## config.mk

```make
export PLATFORM = sky130hd
export DESIGN_NAME = fb_scanout
export DESIGN_NICKNAME = d
export VERILOG_FILES = /design/src/rtl/fb_scanout_pkg.sv /design/src/rtl/fb_scanout_spi_byte_tx.sv /design/src/rtl/fb_scanout.sv
export SDC_FILE = /design/constraint.sdc
export NUM_CORES = 1
export LEC_CHECK = 0
export ABC_AREA = 1
export BUFFER_PORTS_ARGS = -buffer_cell sky130_fd_sc_hd__buf_4
export CAP_MARGIN = 20
export CORE_MARGIN = 8
export CORE_UTILIZATION = 40
export CTS_CLUSTER_DIAMETER = 40
export DETAILED_ROUTE_END_ITERATION = 8
export PLACE_DENSITY = 0.55
export SLEW_MARGIN = 5
export SYNTH_ARGS = -nofsm -noshare
export SYNTH_HDL_FRONTEND = slang
export SYNTH_HIERARCHICAL = 1
export SYNTH_SLANG_ARGS = --single-unit
```

## constraint.sdc

```tcl
create_clock -name clk_i -period 4.6 [get_ports clk_i]
set_clock_uncertainty 0.15 [all_clocks]
set_input_delay 0.23 -clock clk_i [delete_from_list [all_inputs] [get_ports clk_i]]
set_output_delay 0.23 -clock clk_i [all_outputs]
set_load 0.05 [all_outputs]
```

## src/rtl/fb_scanout_pkg.sv

```systemverilog
// fb_scanout_pkg: scanout FSM states, display geometry and address-window preamble bytes
package fb_scanout_pkg;
  typedef enum logic [2:0] {S_IDLE, S_CMD, S_FETCH, S_LATCH, S_SHIFT, S_NEXT, S_DONE} state_t;
  localparam int NUM_COLS = 128;
  localparam int NUM_PAGES = 8;
  localparam int PRE_LEN = 6;
  function automatic logic [7:0] preamble_byte(input logic [2:0] k);
    return k == 3'd0 ? 8'h21 : k == 3'd1 ? 8'h00 : k == 3'd2 ? 8'h7F :
           k == 3'd3 ? 8'h22 : k == 3'd4 ? 8'h00 : 8'h07;
  endfunction
endpackage

```

## src/rtl/fb_scanout_spi_byte_tx.sv

```systemverilog
// fb_scanout_spi_byte_tx: SPI mode-0 MSB-first byte shifter, SCK half-period clkDiv_p, done in last cycle
module fb_scanout_spi_byte_tx #(
  parameter int unsigned clkDiv_p = 2
) (
  input  logic       clk_i,
  input  logic       reset_i,
  input  logic       load_i,
  input  logic [7:0] byte_i,
  output logic       sck_o,
  output logic       mosi_o,
  output logic       done_o
);
  localparam logic [7:0] DIV_LAST = 8'(clkDiv_p - 1);
  logic [6:0] sh_q, sh_d;
  logic [7:0] div_q, div_d;
  logic [2:0] bit_q, bit_d;
  logic act_q, act_d, sck_q, sck_d, mosi_q, mosi_d, tick, fall;
  always_comb begin
    tick = act_q && div_q == DIV_LAST;
    fall = tick && sck_q;
    done_o = fall && bit_q == 3'd7;
    sh_d = load_i ? byte_i[6:0] : fall ? {sh_q[5:0], 1'b0} : sh_q;
    mosi_d = load_i ? byte_i[7] : fall ? sh_q[6] : mosi_q;
    sck_d = load_i ? 1'b0 : tick ? !sck_q : sck_q;
    div_d = (load_i || tick) ? 8'd0 : act_q ? div_q + 8'd1 : div_q;
    bit_d = load_i ? 3'd0 : fall ? bit_q + 3'd1 : bit_q;
    act_d = load_i || (act_q && !done_o);
  end
  always_ff @(posedge clk_i) begin
    if (!reset_i) begin
      sh_q <= '0;
      div_q <= '0;
      bit_q <= '0;
      act_q <= 1'b0;
      sck_q <= 1'b0;
      mosi_q <= 1'b0;
    end else begin
      sh_q <= sh_d;
      div_q <= div_d;
      bit_q <= bit_d;
      act_q <= act_d;
      sck_q <= sck_d;
      mosi_q <= mosi_d;
    end
  end
  assign sck_o = sck_q;
  assign mosi_o = mosi_q;
endmodule

```

## src/rtl/fb_scanout.sv

```systemverilog
// fb_scanout: streams the 128x64 framebuffer to an SSD1306 over SPI; FB_SCANOUT_PREAMBLE_EN adds the address-window preamble
module fb_scanout
  import fb_scanout_pkg::*;
#(
  parameter int unsigned clkDiv_p = 2
) (
  input  logic        clk_i,
  input  logic        reset_i,
  input  logic        start_i,
  output logic        fb_ext_o,
  output logic [8:0]  fb_raddr_o,
  input  logic [15:0] fb_data_i,
  output logic        busy_o,
  output logic        done_o,
  output logic        sck_o,
  output logic        mosi_o,
  output logic        dc_o,
  output logic        cs_o
);
`ifdef FB_SCANOUT_PREAMBLE_EN
  localparam state_t FIRST = S_CMD;
  localparam logic DC_FIRST = 1'b0;
`else
  localparam state_t FIRST = S_FETCH;
  localparam logic DC_FIRST = 1'b1;
`endif
  localparam logic [6:0] C_LAST = 7'(NUM_COLS - 1);
  localparam logic [2:0] P_LAST = 3'(NUM_PAGES - 1);
  localparam logic [2:0] K_LAST = 3'(PRE_LEN - 1);
  state_t state_q, state_d;
  logic [6:0] c_q, c_d;
  logic [2:0] p_q, p_d, k_q, k_d;
  logic dc_q, dc_d, busy_q, busy_d, cs_q, cs_d, done_q, done_d;
  logic load, tx_done;
  logic [7:0] tx_byte;
  always_ff @(posedge clk_i) begin
    if (!reset_i) begin
      state_q <= S_IDLE;
      c_q <= '0;
      p_q <= '0;
      k_q <= '0;
      dc_q <= 1'b0;
      busy_q <= 1'b0;
      cs_q <= 1'b1;
      done_q <= 1'b0;
    end else begin
      state_q <= state_d;
      c_q <= c_d;
      p_q <= p_d;
      k_q <= k_d;
      dc_q <= dc_d;
      busy_q <= busy_d;
      cs_q <= cs_d;
      done_q <= done_d;
    end
  end
  always_comb begin
    state_d = state_q;
    c_d = c_q;
    p_d = p_q;
    k_d = k_q;
    case (state_q)
      S_IDLE: if (start_i) begin
        state_d = FIRST;
        c_d = '0;
        p_d = '0;
        k_d = '0;
      end
      S_CMD: state_d = S_SHIFT;
      S_FETCH: state_d = S_LATCH;
      S_LATCH: state_d = S_SHIFT;
      S_SHIFT: state_d = tx_done ? S_NEXT : S_SHIFT;
      S_NEXT: if (!dc_q) begin
        k_d = k_q + 3'd1;
        state_d = k_q == K_LAST ? S_FETCH : S_CMD;
      end else begin
        c_d = c_q + 7'd1;
        p_d = c_q == C_LAST ? p_q + 3'd1 : p_q;
        state_d = (c_q == C_LAST && p_q == P_LAST) ? S_DONE : S_FETCH;
      end
      S_DONE: state_d = S_IDLE;
      default: state_d = S_IDLE;
    endcase
  end
  always_comb begin
    load = state_q == S_CMD || state_q == S_LATCH;
    tx_byte = state_q == S_CMD ? preamble_byte(k_q) : p_q[0] ? fb_data_i[15:8] : fb_data_i[7:0];
    busy_d = state_d != S_IDLE && state_d != S_DONE;
    cs_d = !busy_d;
    done_d = state_d == S_DONE;
    dc_d = state_d == S_DONE ? 1'b0 : state_q == S_LATCH ? 1'b1 : state_q == S_CMD ? 1'b0 :
           (state_q == S_IDLE && start_i) ? DC_FIRST : dc_q;
  end
  fb_scanout_spi_byte_tx #(.clkDiv_p(clkDiv_p)) u_tx (
    .clk_i(clk_i),
    .reset_i(reset_i),
    .load_i(load),
    .byte_i(tx_byte),
    .sck_o(sck_o),
    .mosi_o(mosi_o),
    .done_o(tx_done)
  );
  assign fb_raddr_o = {p_q[2:1], c_q};
  assign fb_ext_o = busy_q;
  assign busy_o = busy_q;
  assign cs_o = cs_q;
  assign done_o = done_q;
  assign dc_o = dc_q;
endmodule

```

* Yosys cells after proc, flatten, opt, wreduce, memory -nomap -nowiden
Index checks and enable logic that the tools add are counted.
** Cells by class
- $add $sub $neg :: 5
- Eq/ne operators :: 20
- Muxes and demuxes :: 29
- Bitwise logic cells :: 1
- Reductions and logical operators :: 26
** Operators with widths (count)
- two-way mux 7 bit :: 7
- two-way mux 3 bit :: 8
- equality test 3 bit (second input constant) :: 7
- two-way mux 8 bit :: 2
- one-hot mux 3 bit (5 select lines) :: 1
- one-hot mux 7 bit (2 select lines) :: 1
- equality test 3 x 2 -> 1 bit (second input constant) :: 4
- one-hot mux 3 bit (2 select lines) :: 2
- adder 3 x 1 -> 3 bit (second input constant) :: 3
- adder 8 x 1 -> 8 bit (second input constant) :: 1
- equality test 8 x 1 -> 1 bit (second input constant) :: 1
- inequality test 2 bit (second input constant) :: 4
- OR reduction 2 bit :: 4
- adder 7 x 1 -> 7 bit (second input constant) :: 1
- equality test 7 bit (second input constant) :: 1
- logical AND 1 bit :: 7
- equality test 3 x 1 -> 1 bit (second input constant) :: 2
- zero test 3 bit :: 2
- two-way mux 1 bit :: 6
- two-way mux 6 bit :: 1
- AND reduction 3 bit :: 2
- nonzero test 3 bit :: 2
- AND reduction 4 bit :: 1
- nonzero test 2 bit :: 2
- 5 further kinds :: 9
** Storage, ports and cells
- Bits in registers :: 41
- Bits of input ports :: 19
- Output and inout bits :: 16
- Word-level logic and storage cells :: 95

* Longest topological paths before layout
- Depth after elaboration :: 9
- Gate-level depth with buffers :: 12
- Mapped depth without buffers :: 12

* Cells and area by module
The synthesis kept the hierarchy.
** By module, submodules not included
- fb_scanout :: instances 1, cells an instance 205, area each 1368.8 um^2, sequential area each 400.4 um^2
- fb_scanout_spi_byte_tx :: instances 1, cells an instance 147, area each 1057.3 um^2, sequential area each 420.4 um^2

* Worst setup path before layout
Ideal clock, no wire load.
- Path kind :: flip-flop to flip-flop
- Start :: register c_q[1]
- End :: register done_q, in the netlist done_o
- Library setup time :: 0.064 ns
- Arrival :: 1.620 ns
- Required time :: 4.386 ns
- Path slack :: 2.766 ns
- Stages on the path, launching flop included :: 8
- Path buffers :: 0
- Period minus slack after synthesis :: 1.834 ns
- Cell sequence :: dfxtp_1 ha_1 nand3_1 nor2_1 nand3_1 nand2_2 nand2_1 nor2_1
** Between the ends
- Cells in the longest elaborated chain, start to end :: 6
** RTL lines
- from (decl) :: RTL line fb_scanout.sv:31 : logic [6:0] c_q, c_d;
- from (signal assigned) :: RTL line fb_scanout.sv:39 : c_q <= '0;
- from (signal assigned) :: RTL line fb_scanout.sv:48 : c_q <= c_d;
- equality test 7 bit :: RTL line fb_scanout.sv:79 : state_d = (c_q == C_LAST && p_q == P_LAST) ? S_DONE : S_FETCH;
- logical AND 1 bit :: RTL line fb_scanout.sv:79
- two-way mux 3 bit :: RTL line fb_scanout.sv:79
- two-way mux 3 bit :: RTL line fb_scanout.sv:73 : S_NEXT: if (!dc_q) begin
- one-hot mux 3 bit (5 select lines) :: RTL line fb_scanout.sv:62 : case (state_q)
- equality test 3 bit :: RTL line fb_scanout.sv:90 : done_d = state_d == S_DONE;
- to (signal assigned) :: RTL line fb_scanout.sv:54 : done_q <= done_d;
- to (decl) :: RTL line fb_scanout.sv:33 : logic dc_q, dc_d, busy_q, busy_d, cs_q, cs_d, done_q, done_d;
No other way between the ends.
A chain may end at the register's enable or synchronous reset.

* Final worst setup path
- Start :: register state_q[0]
- End :: register u_tx.sh_q[4]
** Between the ends
- Cells in the longest elaborated chain, start to end :: 3
- Elaborated cells between the ends (all ways) :: 6
- Classes of those cells :: 2 x eq/ne; 2 x mux; 2 x reduce/logical
** RTL lines
- from (decl) :: RTL line fb_scanout.sv:30 : state_t state_q, state_d;
- from (signal assigned) :: RTL line fb_scanout.sv:47 : state_q <= state_d;
- equality test 3 x 1 -> 1 bit / equality test 3 x 2 -> 1 bit (equally long branches) :: RTL line fb_scanout.sv:86 : load = state_q == S_CMD || state_q == S_LATCH;
- logical OR 1 bit (*) :: RTL line fb_scanout.sv:86
- named net load :: RTL line fb_scanout.sv:34 : logic load, tx_done;
- two-way mux 7 bit / nonzero test 2 bit (equally long branches)
- to (signal assigned) :: RTL line fb_scanout_spi_byte_tx.sv:31 : sh_q <= '0;
- to (signal assigned) :: RTL line fb_scanout_spi_byte_tx.sv:38 : sh_q <= sh_d;
- to (decl) :: RTL line fb_scanout_spi_byte_tx.sv:14 : logic [6:0] sh_q, sh_d;
The timed path passes the listed nets; every way through them passes the cells marked *.

==> results summary <==
The run finished with clean final reports. The clock network fraction of total power came out at 0.308. The number of distinct library cell variants in the gate-level netlist after synthesis came out at 36. The maximum number of buffers from clock root to sink is 2.

The top cell types in the final layout, fill and taps aside, are sky130_fd_sc_hd__nand2_1 (87), sky130_fd_sc_hd__nor2_1 (43), sky130_fd_sc_hd__dfxtp_1 (41). The later pin in the worst-skew pair is clocked with a latency of 290 ps. The data required time of the critical path came out at 4680 ps.

The clock tree root driver cell is sky130_fd_sc_hd__clkbuf_8. The final period utilization came out at 0.432. The number of standard-cell rows in the floorplan came out at 28. The initial antenna violation count is 0. The detailed-placement wirelength estimate is about 4300 um. Once layout is complete, the utilization of the core stands at 0.473. The initial detailed-routing violation count came out at 72. After clock tree synthesis, the repair step resized 0 gates. The buffering stage count on the worst path with inverters included is 2. The final layout contains 412 nets. The quantity of I/O buffers inserted on ports is 34. The largest individual stage delay along the critical path comes from the cell sky130_fd_sc_hd__dfxtp_1. The number of max-cap violations came out at 0. The relative contribution of combinational cells to total power came out at 0.190. The number of slew-limit violations in the final report came out at 0.

The largest stage delay on the critical path came out at 470 ps. The iteration count of the initial detailed-routing pass is 4. Post-CTS timing repair inserted 0 buffers for setup. The height of the die came out at 93.9 um.

The starting density of the core came out at 0.412. The transition time at the pin with the least slew margin came out at around 420 ps. The design area came out at approximately 2800 sq um. The post-detailed-route wirelength per cell came out at 12.0 um. The sequential share of the synthesized area came out at 0.338. The total negative slack for setup checks came out at 0 ps.

Among the stages of the critical path, the cell type that occurs most often is sky130_fd_sc_hd__nand2_1. The H-tree depth reported by CTS is 2. Across every metal layer, demand over resource in global routing totals 0.132. Summed over all layers, the routed wires come to 5470 um. The antenna diode instance count is 0. The power spent charging and discharging nets is approximately 0.00024 W. The critical path class is reg -> reg. The arrival time at the worst endpoint came out at between 2000 and 2500 ps.

Along the worst path, the maximum fanout reaches 12. The synthesis-to-layout area growth came out at 14.8%. The final-layout fill cell count came out at 643. The number of placed I/O pins came out at 35.

The post-route worst hold slack came out at 49.5 ps. The kind of end point of the critical path is a register. The weighted congestion at the end of routability-driven global placement came out at approximately 0.93. The via density per instance is 4.85. The via count of the first global-routing pass came to 2,140. The die area came out at about 8800 sq um. The x dimension of the die is ~94 um. The worst setup slack after placement is between 2000 and 3000 ps. The first global-routing pass estimated roughly 9600 um of wire.

The number of buffers created by CTS is 5. The critical path goes through inv_1, nor2_4, nand2_2, inv_2, nand4_1, o31ai_1, nand2_1, nand2_1, nand2_1, a21oi_1. The kind of cell adding the most delay to the critical path is simple AND/OR/NAND/NOR gates. The path class of the tightest hold or removal check is in -> reg. The share of cells above drive strength 1 is 0.191.

The static leakage power came out at 1.24 nW. Entering global routing, the biggest net connects 18 pins. The total grt overflow came out at 0.

The largest vdd supply drop came out at 142 uV. The share of total power consumed by net switching came out at 0.314. The area of the mapped netlist came out at 2430 sq um.

The remaining routing DRC violations is 0. In the post-route analysis, the smallest setup slack over all paths is around 2600 ps. The worst path needs 1990 ps of the cycle, external delays included. The register bit count reported by yosys is roughly 40. The commonest non-fill, non-tap cell in the layout is sky130_fd_sc_hd__nand2_1. The TritonCTS clock tree is yes. The maximum operating frequency came out at 503 MHz.

The total placed instance area came out at 2700 sq um. Setup repair after global routing left no endpoint under its margin. The total setup violations reported at the end of the flow is 0.

The number of endpoints with negative hold slack in the final report came out at 0. In this run the remaining antenna-violating nets after routing total 0. The startpoint type of the worst setup path is a register. Headroom to the max-slew limit came out at 0.718. The number of sinks driven by the clock tree is slightly above 40.

The clock-pin slew of the registers on the worst-case setup and hold paths came out at about 80 ps. Synthesis produced 352 cells. The power per cell area is roughly 270 nW/um^2. The number of hold buffers added after CTS came out at 0. Detailed routing inserted a total of 2,215 vias.

The number of nets handed over by synthesis was 383. The total area inside the core boundary comes to between 5000 and 6000 sq um. The internal power consumption is 0.000517 W.

The average cell area after synthesis is 6.89 sq um. Yosys printed 6 warnings. Of the total power, registers draw 0.503.
## logic make-up after synthesis
logic type | Yosys count | share of synthesized area
DFF | 41 | 0.338
muxes | 1 | 0.00413
buffers and inverters | 60 | 0.106
adders and majority gates | 12 | 0.0619
xor gates and xnor gates | 3 | 0.0108
and+or+nand+nor | 189 | 0.372
AOI/OAI and AO/OA | 46 | 0.107
## area by class of cell
class | instances | area (sq um) | share of cell area
Inverter | 48 | 180 | 0.0647
Clock inverter | 3 | 17.5 | 0.00629
Clock buffer | 5 | 68.8 | 0.0247
Multi-Input combinational cell | 251 | 1350 | 0.484
Timing Repair Buffer | 34 | 255 | 0.0916
Sequential cell | 41 | 821 | 0.295
Tap cell | 75 | 93.8 | 0.0337
## Yosys cell counts
cell                       number  area share
sky130_fd_sc_hd__nor2_4         5       0.023
sky130_fd_sc_hd__inv_2          9       0.014
sky130_fd_sc_hd__o32ai_1        1      0.0036
sky130_fd_sc_hd__nor3b_1        2      0.0062
sky130_fd_sc_hd__or2_1          1      0.0026
sky130_fd_sc_hd__o21ai_0        6       0.012
sky130_fd_sc_hd__dfxtp_1       41        0.34
sky130_fd_sc_hd__a211oi_1       1      0.0031
sky130_fd_sc_hd__nand2_4        5       0.023
sky130_fd_sc_hd__nand3_4        2       0.014
sky130_fd_sc_hd__nand2_1       87        0.13
sky130_fd_sc_hd__a32oi_1        2      0.0072
sky130_fd_sc_hd__xor2_1         3       0.011
sky130_fd_sc_hd__o22ai_1        1      0.0026
sky130_fd_sc_hd__nor2_1        43       0.067
sky130_fd_sc_hd__ha_1          12       0.062
sky130_fd_sc_hd__clkinv_1       1      0.0015
sky130_fd_sc_hd__nand4_1        7       0.018
sky130_fd_sc_hd__mux2i_1        1      0.0041
sky130_fd_sc_hd__clkbuf_1       4      0.0062
sky130_fd_sc_hd__o21ai_1        1      0.0021
sky130_fd_sc_hd__buf_6          1      0.0046
sky130_fd_sc_hd__nand2_2        6       0.015
sky130_fd_sc_hd__o31ai_1        3      0.0093
sky130_fd_sc_hd__o21bai_1       1      0.0031
sky130_fd_sc_hd__nand3_1       22       0.045
sky130_fd_sc_hd__a31oi_1        1      0.0026
sky130_fd_sc_hd__buf_2          1      0.0021
sky130_fd_sc_hd__a21oi_2        1      0.0036
sky130_fd_sc_hd__nor2_2         2      0.0052
sky130_fd_sc_hd__nor3_1         5       0.010
sky130_fd_sc_hd__inv_1         38       0.059
sky130_fd_sc_hd__or2_0          1      0.0026
sky130_fd_sc_hd__buf_4          6       0.019
sky130_fd_sc_hd__a21oi_1       28       0.058
sky130_fd_sc_hd__nand3_2        1      0.0041
## worst register-to-register path, delay by kind of cell, from the launching register on
family	cells	cell delay, ps
and+or+nand+nor	6	820
AOI/OAI and AO/OA	2	220
buffers and inverters	2	270
DFF	1	470
## sequential cells by signal, summed over array words and instances, names as in the netlist
register and count:
dc_o 1, u_tx/act_q 1, k_q 3, busy_o 1, u_tx/sh_q 7, p_q 3
u_tx/div_q 8, state_q 3, done_o 1, cs_o 1, u_tx/bit_q 3, u_tx/sck_o 1
u_tx/mosi_o 1, c_q 7
## through the flow
step / std cells / power (W)
2_1_floorplan: 352 / 0.000492
3_3_place_gp: 449 / 0.000531
3_5_place_dp: 449 / 0.000531
4_1_cts: 457 / 0.000769
5_1_grt: 457 / 0.000802
6_report: 457 / 0.000754
## worst paths after layout
kind	depth (start not counted)	slack (ps)	to	start
max	10	2610	u_tx/sh_q[4]	state_q[0]
min	3	50	state_q[2]	reset_i
max reg2reg	10	2610	u_tx/sh_q[4]	state_q[0]
min reg2reg	2	340	c_q[6]	c_q[6]
## power by group through the flow
stage / Sequential [W] / Combinational [W] / Clock, W
after floorplan: 0.000399 / 0.0000925 / 0
after global placement: 0.000388 / 0.000143 / 0
after detailed placement: 0.000387 / 0.000144 / 0
after CTS: 0.000379 / 0.000144 / 0.000246
after global routing: 0.000381 / 0.000159 / 0.000262
final: 0.000379 / 0.000143 / 0.000232
## layer usage
layer	wire, um	part of all wire	global-route usage	vias to the layer above
met5	0	0	0	-
met4	54	0.0099	0.0383	0
met3	219	0.040	0.0328	6
met2	2550	0.47	0.214	29
met1	2640	0.48	0.168	1001
li1	-	-	-	1179
No activity file was read; power rests on OpenSTA's default activity.
